--- config.mk ---
export PLATFORM = sky130hd
export DESIGN_NAME = fetch_unit
export DESIGN_NICKNAME = d
export VERILOG_FILES = /design/src/rtl/fetch_unit.sv
export SDC_FILE = /design/constraint.sdc
export NUM_CORES = 1
export LEC_CHECK = 0
export CORE_MARGIN = 5
export CORE_UTILIZATION = 45
export CTS_CLUSTER_DIAMETER = 40
export DETAILED_ROUTE_END_ITERATION = 10
export GPL_ROUTABILITY_DRIVEN = 0
export PLACE_DENSITY = 0.74
export SYNTH_ARGS = -nofsm -noshare
export SYNTH_HDL_FRONTEND = slang
export SYNTH_SLANG_ARGS = --single-unit
export TNS_END_PERCENT = 30
--- constraint.sdc ---
create_clock -name clk -period 7.85 [get_ports clk]
set_input_delay 1.1775 -clock clk [delete_from_list [all_inputs] [get_ports clk]]
set_output_delay 1.1775 -clock clk [all_outputs]
set_load 0.02 [all_outputs]
--- src/rtl/fetch_unit.sv ---
// rtl/fetch_unit.sv - instruction fetch stage: PC, imem handshake, instruction FIFO, redirect
module fetch_unit #(
    parameter logic [31:0] RESET_PC  = 32'h0000_0000,
    parameter int          BUF_DEPTH = 2,
    parameter logic [31:0] NOP_INST  = 32'h0000_0013
) (
    input  logic        clk,
    input  logic        rst_n,
    output logic        imem_req,
    output logic [31:0] imem_addr,
    input  logic        imem_ready,
    input  logic        imem_rvalid,
    input  logic [31:0] imem_rdata,
    output logic        inst_valid,
    output logic [31:0] inst,
    output logic [31:0] inst_pc,
    input  logic        inst_ready,
    input  logic        redirect,
    input  logic [31:0] redirect_base,
    input  logic [31:0] redirect_imm,
    input  logic        redirect_jalr,
    output logic        misalign_err
);

    localparam int PW = (BUF_DEPTH > 1) ? $clog2(BUF_DEPTH) : 1;
    localparam int CW = PW + 1;

    typedef enum logic [1:0] {IDLE, REQ, WAIT, HALT} state_t;

    state_t        state, state_next;
    logic          drop, drop_next;
    logic [31:0]   pc;
    logic [31:0]   req_pc;
    logic [31:0]   buf_inst [BUF_DEPTH];
    logic [31:0]   buf_pc   [BUF_DEPTH];
    logic [PW-1:0] wptr, rptr;
    logic [CW-1:0] count;

    logic [31:0]   tgt_sum;
    logic [31:0]   tgt;
    logic          tgt_misaligned;
    logic          live_redirect;
    logic          fifo_full;
    logic          accept;
    logic          rsp;
    logic          push;
    logic          pop;

    // Redirect target; JALR clears bit 0 before the alignment check.
    assign tgt_sum        = redirect_base + redirect_imm;
    assign tgt            = {tgt_sum[31:1], tgt_sum[0] & ~redirect_jalr};
    assign tgt_misaligned = (tgt[1:0] != 2'b00);
    assign live_redirect  = redirect && (state != HALT);

    // A slot is kept free for the outstanding response, so only issue below full.
    assign fifo_full  = (count == CW'(BUF_DEPTH));
    assign imem_req   = (state == REQ) && !fifo_full && !redirect;
    assign imem_addr  = pc;
    assign accept     = imem_req && imem_ready;
    assign rsp        = (state == WAIT) && imem_rvalid;
    assign push       = rsp && !drop && !live_redirect;
    assign inst_valid = (count != '0);
    assign pop        = inst_valid && inst_ready && !live_redirect;
    assign inst       = inst_valid ? buf_inst[rptr] : NOP_INST;
    assign inst_pc    = inst_valid ? buf_pc[rptr] : 32'h0;

    // Next-state and drop-flag logic; a redirect overrides the normal flow.
    always_comb begin
        state_next = state;
        drop_next  = drop;
        case (state)
            IDLE: state_next = REQ;
            REQ:  if (accept) state_next = WAIT;
            WAIT: if (imem_rvalid) begin
                      drop_next  = 1'b0;
                      state_next = REQ;
                  end
            HALT: state_next = HALT;
            default: state_next = IDLE;
        endcase
        if (live_redirect) begin
            if (tgt_misaligned) begin
                state_next = HALT;
                drop_next  = 1'b0;
            end else if ((state == WAIT) && !imem_rvalid) begin
                state_next = WAIT;
                drop_next  = 1'b1;
            end else begin
                state_next = REQ;
                drop_next  = 1'b0;
            end
        end
    end

    // State, PC and error flag registers.
    always_ff @(posedge clk or negedge rst_n) begin
        if (!rst_n) begin
            state        <= IDLE;
            drop         <= 1'b0;
            pc           <= RESET_PC;
            req_pc       <= RESET_PC;
            misalign_err <= 1'b0;
        end else begin
            state <= state_next;
            drop  <= drop_next;
            if (live_redirect) begin
                if (tgt_misaligned) misalign_err <= 1'b1;
                else                pc           <= tgt;
            end else if (accept) begin
                req_pc <= pc;
                pc     <= pc + 32'd4;
            end
        end
    end

    // FIFO pointers and occupancy; a redirect flushes everything.
    always_ff @(posedge clk or negedge rst_n) begin
        if (!rst_n) begin
            wptr  <= '0;
            rptr  <= '0;
            count <= '0;
        end else if (live_redirect) begin
            wptr  <= '0;
            rptr  <= '0;
            count <= '0;
        end else begin
            if (push) wptr <= wptr + PW'(1);
            if (pop)  rptr <= rptr + PW'(1);
            case ({push, pop})
                2'b10:   count <= count + CW'(1);
                2'b01:   count <= count - CW'(1);
                default: count <= count;
            endcase
        end
    end

    // FIFO storage; contents are qualified by count so no reset is needed.
    always_ff @(posedge clk) begin
        if (push) begin
            buf_inst[wptr] <= imem_rdata;
            buf_pc[wptr]   <= req_pc;
        end
    end

endmodule
Word-level counts from Yosys, hierarchy flattened. Memories as Yosys holds them, arrays and structs flattened. Index checks and enable logic that the tools add are counted.

$add $sub $neg: 6. Muxes and demuxes: 24. Bitwise operators: 3. Reductions and logical operators: 29. Eq/ne operators: 10.

Operator list (count): $mux W32 (5); $add A32 B3 Y32 const B (1); $add A32 B32 Y32 (1); $reduce_bool A2 Y1 (7); $mux W2 (6); $mux W1 (11); $logic_and A1 B1 Y1 (10); $reduce_and A2 Y1 (5); $eq A2 B2 Y1 const B (4); $pmux W2 S4 (1); $ne A3 B3 Y1 const B (2); $logic_not A1 Y1 (5); $eq A2 B1 Y1 const B (2); $ne A2 B2 Y1 const B (2); $pmux W2 S2 (1); $reduce_bool A3 Y1 (1); $add A1 B1 Y1 const B (2); $add A2 B1 Y2 const B (1); $logic_not A2 Y1 (1); $not A1 Y1 (2); $sub A2 B1 Y2 const B (1); $and A1 B1 Y1 (1).

Flip-flop bits (word level): 72. Memory bits (writable): 128. Memories kept: 2. Input port bits: 103.

Memories: buf_inst (words 2, width 32, rd ports 1, clocked after Yosys merged registers in 0, wr ports 1, line 34) `logic [31:0] buf_inst [BUF_DEPTH];`; buf_pc (words 2, width 32, rd ports 1, clocked after Yosys merged registers in 0, wr ports 1, line 35) `logic [31:0] buf_pc [BUF_DEPTH];`.

Logic depth before layout (Yosys ltp). Gate-level depths: netlist of the first run.

Depth in word-level cells: 8. Gate-level depth with buffers: 10.

Worst setup path before layout of the first run. Ideal clock, no wire load.

Path kind: input-to-reg. Start point: input port redirect. End point: memory buf_inst[0][0], enable pin. Path slack: 1.242 ns. Setup time: 0.565 ns. Arrival time: 6.044 ns. Cell stages on the path: 5. Buffers on the path: 2. Cell sequence: inv_1 -> a21oi_1 -> buf_2 -> buf_1 -> nor3_1.

Longest elaborated chain between the ends: 5.

Ends and longest elaborated chain: start, declared (line 18) `input logic redirect,`; $logic_and A1 B1 Y1 (line 53) `assign live_redirect = redirect && (state != HALT);`; $logic_not A1 Y1 (line 61) `assign push = rsp && !drop && !live_redirect;`; $logic_and A1 B1 Y1 (line 61); $mux W1 (line 139) `if (push) begin`; $mux W1 (not written as such) (line 140) `buf_inst[wptr] <= imem_rdata;`; end, declared (line 34).

No other way between the ends.

Worst setup path after layout of the first run.
Start point: input port redirect. End point: output port imem_req.

Longest elaborated chain between the ends: 2.

Ends and longest elaborated chain: $logic_not A1 Y1 (line 57) `assign imem_req = (state == REQ) && !fifo_full && !redirect;`; $logic_and A1 B1 Y1 (line 57); end, declared (line 9) `output logic imem_req,`.

No other way between the ends.

==> results of run 1 <==
==> final timing paths <==
kind	endpoint	start	depth (start not counted)
hold / removal	buf_pc[1][7]	req_pc[7]	0
min in group asynchronous	req_pc[2]	rst_n	1
setup reg to reg	imem_addr[23]	state[0]	7
max in group asynchronous	rptr	rst_n	1
setup / recovery	imem_req	redirect	4
hold reg to reg	buf_pc[1][7]	req_pc[7]	0
==> cells in the mapped netlist, types with 6 or more instances <==
master and instances:
o21ai_0 45, o21a_1 12, a21o_1 15, nand3_1 32, nor2_1 103, xnor2_1 11
edfxtp_1 128, nand2_1 145, a21oi_1 56, and3_1 6, ha_1 32, buf_1 12
clkbuf_1 31, a31oi_1 12, dfrtp_1 72, nor3_1 15, buf_2 6, xor2_1 16
inv_1 11, mux2i_1 66, o211ai_1 9, and2_1 10, nand4_1 17
==> logic make-up (layout without fill, tap and decap cells) <==
logic type,count (synthesis),count (layout),share of synthesized area [%]
adders and majority gates,33,33,4.13
xor gates and xnor gates,27,27,2.32
muxes,66,66,6.49
and+or+nand+nor,367,367,16.6
buffers and inverters,60,251,2.29
AOI/OAI and AO/OA,200,200,12.8
DFF,200,200,55.5
==> area by class of cell <==
cell class                 count  area, um2
clock buffer                  21        482
clock inverter                11        124
fill                        1875       9400
inverter                      11       41.3
multi-input combinational    693       4320
sequential                   200       5650
tap                          285        357
timing repair buffer         208       2060
==> registers in the layout, indices dropped and copies added, names as in the netlist <==
register and cells:
wptr 1, buf_pc 64, buf_inst 64, drop 1
req_pc 32, state 2, imem_addr 32, misalign_err 1
rptr 1, count 2
==> through the flow <==
stage               setup WS [ns]  cells
detailed placement           3.52   1397
global route                 3.80   1429
floorplan                    1.24    953
global placement             3.61   1397
finish                       3.93   1429
CTS                          3.93   1429
==> worst max-delay path: stages <==
cell	delay, ns
clkdlybuf4s50_1	0.50
nor3b_1	0.25
and2b_1	0.20
clkdlybuf4s50_1	0.61
==> routing by layer <==
layer / vias to the layer above / global-route usage (%) / routed length [um]
li1: 3861 / - / -
met1: 3818 / 25.5 / 11100
met2: 308 / 30.5 / 11500
met3: 28 / 3.93 / 1630
met4: 0 / 5.04 / 344
met5: - / 0 / 0
==> report_power, final <==
part / switching, mW / internal (mW) / leakage, nW
Clock: 0.393 / 0.485 / 0.296
Sequential: 0.190 / 1.19 / 2.11
Combinational: 0.588 / 0.571 / 2.76
==> flow_metrics.tcl, run 1 <==
set metrics [dict create \
    die_h_um 160 \
    hpwlAfterDp_um 17600 \
    drt-initial-drc-count 623 \
    synth.distinct_cells 69 \
    clock_sinks 200 \
    port_buffers 201 \
    setup_violations 0 \
    coreArea_mm2 0.0224 \
    fmax_mhz 255 \
    final_util_pct 58.1 \
    start_kind "input port" \
    fin_hold_ws_ns 0.466 \
    htreeDepth 4 \
    drc 0 \
    avgSynthCellArea_um2 10.7 \
    start_util_pct 45.4 \
    synth_area_mm2 0.0102 \
    wl_per_cell_um 17.2 \
    die_area_mm2 0.0257 \
    criticalPathCategory "input port to primary output" \
    rows 55 \
    die_w_um 160 \
    slew_headroom_pct 25.4 \
    status "finished, final reports clean" \
    path_max_fanout 6 \
    yosysTopAreaCell "edfxtp_1" \
    synth-edff-count 128 \
    rsz0062_at_grt "false" \
    dr.pass1.iters 8 \
    ys.flop_type "edfxtp_1" \
    power_density_mw_per_mm2 262 \
    grt_pass1_wl_um 39600 \
    numCtsBuffers 17 \
    rrSetupSlack_ns 4.89 \
    netlist_top_cells_area "edfxtp_1 38%, dfrtp_1 18%, mux2i_1 6.5%, nand2_1 5.3%, ha_1 3.9%" \
    p_total_mw 3.42 \
    cts_setup_buffers 0 \
    cap_violations 0 \
    finalNetCount 1267 \
    finalHoldViolCount 0 \
    drt-total-wl_um 24600 \
    min_path_type "flop to flop" \
    final_layout_size_suffix_gt1_share_pct 5.16 \
    ys_seq_elements 200 \
    clock_latency_ns 0.43 \
    leakagePower_nw 5.16 \
    holdBufCountCts 0 \
    antenna_left 0 \
    grt_usage_pct 18.7 \
    yosysSeqAreaShare_pct 55.5 \
    setup_tns_ns 0 \
    tightestPinTransition_ns 1.12 \
    timing.final.crit_share_pct 49.9 \
    antenna_found_initial 0 \
    peakVddDrop_uv 216 \
    min_period_ns 3.92 \
    clk_pin_slew_ns 0.07 \
    cts_root_buf "clkbuf_16" \
    place_area_mm2 0.0124 \
    diodes 0 \
    ios 202 \
    final_area_mm2 0.0130 \
    grt_pass1_vias 7630 \
    synth_warnings 0 \
    grt_start_max_net_pins 73 \
    slew_violations 0 \
    synthesis.nets 1089 \
    synth_top_area_share_pct 37.8 \
    final_common_cell "clkdlybuf4s50_1" \
    skew_ns 0.0113 \
    worstPathRequired_ns 6.67 \
    area_growth_pct 28.0 \
    num_vias 8015 \
    final_cell_mix "200 x clkdlybuf4s50_1, 145 x nand2_1, 128 x edfxtp_1" \
    cts_tree "built" \
    gr-total-overflow 0 \
    cp-end-kind "primary output" \
    critical_path_arrival_ns 2.74 \
    via_per_inst 5.61 \
    clock_path_buffers 2 \
    netlist_instances 953 \
    synth-async-reset-ratio_pct 36.0 \
    cts-resized-gates 0 \
]
(Power assumes the default switching activity.)
==> run 2, diff against run 1 <==
clock period = 3.7 ns   (was 7.85 ns; I/O delays follow)
==> run 2 against run 1 <==
Combinational power up 120%. Cell count increased by 0.49%. Utilization grew 0.31 points. Sequential power grew 110%. Global-route usage hardly changed. Critical path type is now flop to primary output. Highest routed layer unchanged.
==> flow_metrics.tcl, run 2 (synthesis gave the netlist of run 1 again) <==
set metrics [dict create \
    status "finished, final reports clean" \
    tightestPinTransition_ns 0.914 \
    min_path_type "input port to async pin" \
    antenna_found_initial 0 \
    path_max_fanout 45 \
    cts_tree "built" \
    cap_violations 0 \
    place_area_mm2 0.0125 \
    ios 202 \
    port_buffers 201 \
    power_density_mw_per_mm2 551 \
    hpwlAfterDp_um 17800 \
    finalNetCount 1274 \
    leakagePower_nw 5.20 \
    worstPathRequired_ns 3.14 \
    start_util_pct 45.4 \
    slew_violations 0 \
    p_total_mw 7.22 \
    final_cell_mix "200 x clkdlybuf4s50_1, 145 x nand2_1, 128 x edfxtp_1" \
    reg_top3 "buf_inst: 64 flops, buf_pc: 64 flops" \
    final_area_mm2 0.0131 \
    area_growth_pct 28.7 \
    drc 0 \
    grt_usage_pct 18.7 \
    min_period_ns 3.02 \
    numCtsBuffers 17 \
    via_per_inst 5.49 \
    placed_cells 1404 \
    rsz0062_at_grt "false" \
    criticalPathCategory "flop to primary output" \
    die_h_um 160 \
    cts-resized-gates 0 \
    peakVddDrop_uv 325 \
    final_cells 1436 \
    critical_path_arrival_ns 2.47 \
    diodes 0 \
    final_layout_size_suffix_gt1_share_pct 5.82 \
    skew_ns 0.00939 \
    setup_tns_ns 0 \
    clock_latency_ns 0.44 \
    wl_per_cell_um 17.0 \
    clock_sinks 200 \
    num_vias 7883 \
    grt_pass1_vias 7519 \
    die_w_um 160 \
    clk_pin_slew_ns 0.08 \
    grt_start_max_net_pins 73 \
    die_area_mm2 0.0257 \
    dr.pass1.iters 5 \
    final_common_cell "clkdlybuf4s50_1" \
    antenna_left 0 \
    timing.final.crit_share_pct 81.8 \
    drt-initial-drc-count 589 \
    setup_violations 0 \
    start_kind "flop" \
    final_util_pct 58.4 \
    gr-total-overflow 0 \
    cts_root_buf "clkbuf_16" \
    rows 55 \
    clock_path_buffers 2 \
    cp-end-kind "primary output" \
    finalHoldViolCount 0 \
    grt_pass1_wl_um 39300 \
    holdBufCountCts 0 \
    drt-total-wl_um 24400 \
    coreArea_mm2 0.0224 \
    htreeDepth 4 \
    slew_headroom_pct 39.1 \
    fmax_mhz 331 \
    cts_setup_buffers 0 \
]
[run 2: report_power, final]
part	switching (mW)	leakage (nW)	total [mW]	internal, mW
Clock	0.864	0.291	1.82	0.961
Combinational	1.36	2.80	2.57	1.22
Sequential	0.297	2.11	2.83	2.53
Total	2.52	5.20	7.22	4.71
[run 2: worst max-delay path, stage by stage (launching register included)]
cell and delay [ns]:
dfrtp_1 0.45, nor2_4 0.38, buf_4 0.48, nor2_1 0.12, clkdlybuf4s50_1 0.59
[run 2: area by class of cell]
type                            count  area [um2]
Clock buffer                       17         425
Clock inverter                     15         165
Fill cell                        1854        9330
Inverter                           11        41.3
Multi-Input combinational cell    693        4330
Sequential cell                   200        5650
Tap cell                          285         357
Timing Repair Buffer              215        2140
[run 2: path summary, 6_finish.rpt]
kind                                   start             to  slack [ns]  cells past startpoint
worst max-delay path                count[0]    inst_pc[18]        0.68                      4
worst min-delay path                   rst_n   imem_addr[0]        0.23                      1
worst max register to register  imem_addr[2]  imem_addr[30]        1.17                      7
worst min register to register    req_pc[23]  buf_pc[0][23]        0.47                      0
max in group asynchronous              rst_n           rptr        2.76                      1
min in group clk                  req_pc[23]  buf_pc[0][23]        0.47                      0
[run 2: metrics by stage]
step	hold WS (ns)	setup WS, ns
after detailed placement	0.454	0.317
after CTS	0.269	0.619
after global routing	0.312	0.522
final	0.230	0.675
after global placement	0.449	0.393
after floorplan	0.259	0.557
[run 2: routing by layer]
metal	wire length, um	part of all wire (%)	vias to the layer above	global-route usage [%]
li1	-	-	3870	-
met1	10700	44	3665	24.8
met2	11600	47	312	30.7
met3	1650	6.8	36	3.75
met4	505	2.1	0	6.37
met5	0	0	-	0
==> run 3, diff against run 2 <==
PLACE_DENSITY = 0.77   (was 0.74)
clock period = 2.5 ns   (was 3.7 ns; I/O delays follow)
==> run 3 against run 2 <==
Utilization grew 3.9 points. Die area is the same. Final area grew 6.7%. Cell count grew 6.5%. Non-clock buffer count grew 94. Via count grew 5.4%. Clock power grew 42%. Flip-flop and latch count is the same. Hold slack gained 0.24 ns. Sequential power grew 43%. Combinational power grew 67%. Critical path type is now input port to flop. Critical endpoint is now imem_addr[27]. Highest routed layer is now met5.
==> flow_metrics.tcl, run 3 (synthesis gave the netlist of run 1 again) <==
set metrics [dict create \
    status "finished, final reports clean" \
    antenna_left 0 \
    area_growth_pct 37.3 \
    rows 55 \
    fin_ws_ns 0.0686 \
    grt_usage_pct 19.7 \
    multi_input_area_mm2 0.00444 \
    clock_latency_ns 0.43 \
    grt_start_max_net_pins 65 \
    p_total_mw 10.9 \
    critical_path_arrival_ns 2.75 \
    drt-total-wl_um 25900 \
    start_util_pct 45.4 \
    clock_sinks 200 \
    peakVddDrop_uv 561 \
    timing.final.crit_share_pct 97.3 \
    gr-total-overflow 0 \
    crit_chain "clkdlybuf4s50_1 > ha_1 > and2_4 > buf_4 > o2111a_1 > a22o_4 > a211oi_4 > o21ai_1 > xor2_1 > a221o_1" \
    dr.pass1.iters 5 \
    cap_violations 0 \
    final_cell_mix "190 x clkdlybuf4s50_1, 145 x nand2_1, 128 x edfxtp_1" \
    slew_violations 0 \
    port_buffers 201 \
    finalHoldViolCount 0 \
    final_util_pct 62.3 \
    grt_pass1_wl_um 41400 \
    drt-initial-drc-count 698 \
    via_per_inst 5.43 \
    worstPathRequired_ns 2.81 \
    crit_family "compound AO/OA/AOI/OAI gates" \
    dp_slack_ns -0.530 \
    coreArea_mm2 0.0224 \
    path_max_fanout 3 \
    place_area_mm2 0.0132 \
    wl_per_cell_um 17.0 \
    leakagePower_nw 5.80 \
    fmax_mhz 411 \
    placed_cells 1494 \
    skew_ns 0.0116 \
    setup_violations 0 \
    critical-path-slowest-cell "clkdlybuf4s50_1" \
    diodes 0 \
    ios 202 \
    tightestPinTransition_ns 0.549 \
    numCtsBuffers 17 \
    cp_num_buf_inv 2 \
    final_layout_size_suffix_gt1_share_pct 13.8 \
    cts_root_buf "clkbuf_16" \
    rsz0062_at_grt "true" \
    fin_hold_ws_ns 0.466 \
    grt_pass1_vias 8104 \
    hpwlAfterDp_um 19300 \
    antenna_found_initial 1 \
    clk_pin_slew_ns 0.07 \
    clock_path_buffers 2 \
    die_w_um 160 \
    die_area_mm2 0.0257 \
    final_area_mm2 0.0140 \
    final_cells 1530 \
    htreeDepth 4 \
    criticalPathCategory "input port to flop" \
    slew_headroom_pct 63.4 \
    final_common_cell "clkdlybuf4s50_1" \
    power_density_mw_per_mm2 782 \
    finalNetCount 1368 \
    die_h_um 160 \
    cts_tree "built" \
    drc 0 \
    reg_top3 "buf_inst: 64 flops, buf_pc: 64 flops" \
    start_kind "input port" \
    num_vias 8312 \
    fillCellCount 1802 \
    min_path_type "input port to async pin" \
    crit_path_max_incr_delay_ns 0.40 \
    cp-end-kind "flop" \
    setup_tns_ns 0 \
    min_period_ns 2.43 \
    seq_area_mm2 0.00565 \
]
## run 3: changes by cell type in the layout (fill, tap and decap cells not counted), moves of 3 or more
cell | before | now
buf_12 | 2 | 7
clkdlybuf4s50_1 | 200 | 190
dlymetal6s2s_1 | 0 | 10
clkinv_2 | 3 | 0
ha_1 | 32 | 29
buf_4 | 13 | 101
clkinv_4 | 1 | 6
## run 3: worst register-to-register path: stages, from the launching register on
cell and delay (ns):
dfrtp_1 0.43, ha_1 0.24, nand4_1 0.28, nor4_4 0.51
and2_1 0.23, a21oi_1 0.08, o31ai_1 0.25, nand3_1 0.11
nor2_1 0.09
## run 3: area by class of cell
cell class	instances	share of cell area [%]
clock inverters	12	0.796
clock buffers	20	3.19
inverters	11	0.295
flip-flops and latches	200	40.4
well taps	285	2.55
repair buffers	309	21.0
multi-input cells	693	31.8
## run 3: what timing repair did
item / in CTS / in global routing
pin swaps: 1 / 17
resized for setup: 2 / 27
hold endpoints to repair: 39 / 0
hold buffers: 1 / 0
setup endpoints to repair: 53 / 16
setup buffers: 1 / 2
## run 3: metal layers
metal | part of all wire, % | vias to the layer above | track usage [%] | wire length [um]
li1 | - | 4052 | - | -
met1 | 44 | 3887 | 25.9 | 11300
met2 | 47 | 333 | 32.4 | 12200
met3 | 7.3 | 38 | 4.75 | 1890
met4 | 2.0 | 2 | 6.34 | 508
met5 | 0.058 | - | 0 | 15
## run 3: worst paths after layout
check,slack [ns],end,start,depth (start not counted)
max,0.07,imem_addr[27],redirect_imm[7],10
min,0.47,req_pc[28],rst_n,2
max reg2reg,0.22,imem_addr[28],imem_addr[3],8
min reg2reg,0.47,buf_pc[0][21],req_pc[21],0
max in group asynchronous,1.44,imem_addr[4],rst_n,3
min in group clk,0.47,buf_pc[0][21],req_pc[21],0
## run 3: power breakdown
part	leakage (nW)	internal [mW]	switching [mW]
Clock	0.271	1.34	1.24
Sequential	2.11	3.75	0.309
Combinational	3.42	2.06	2.23
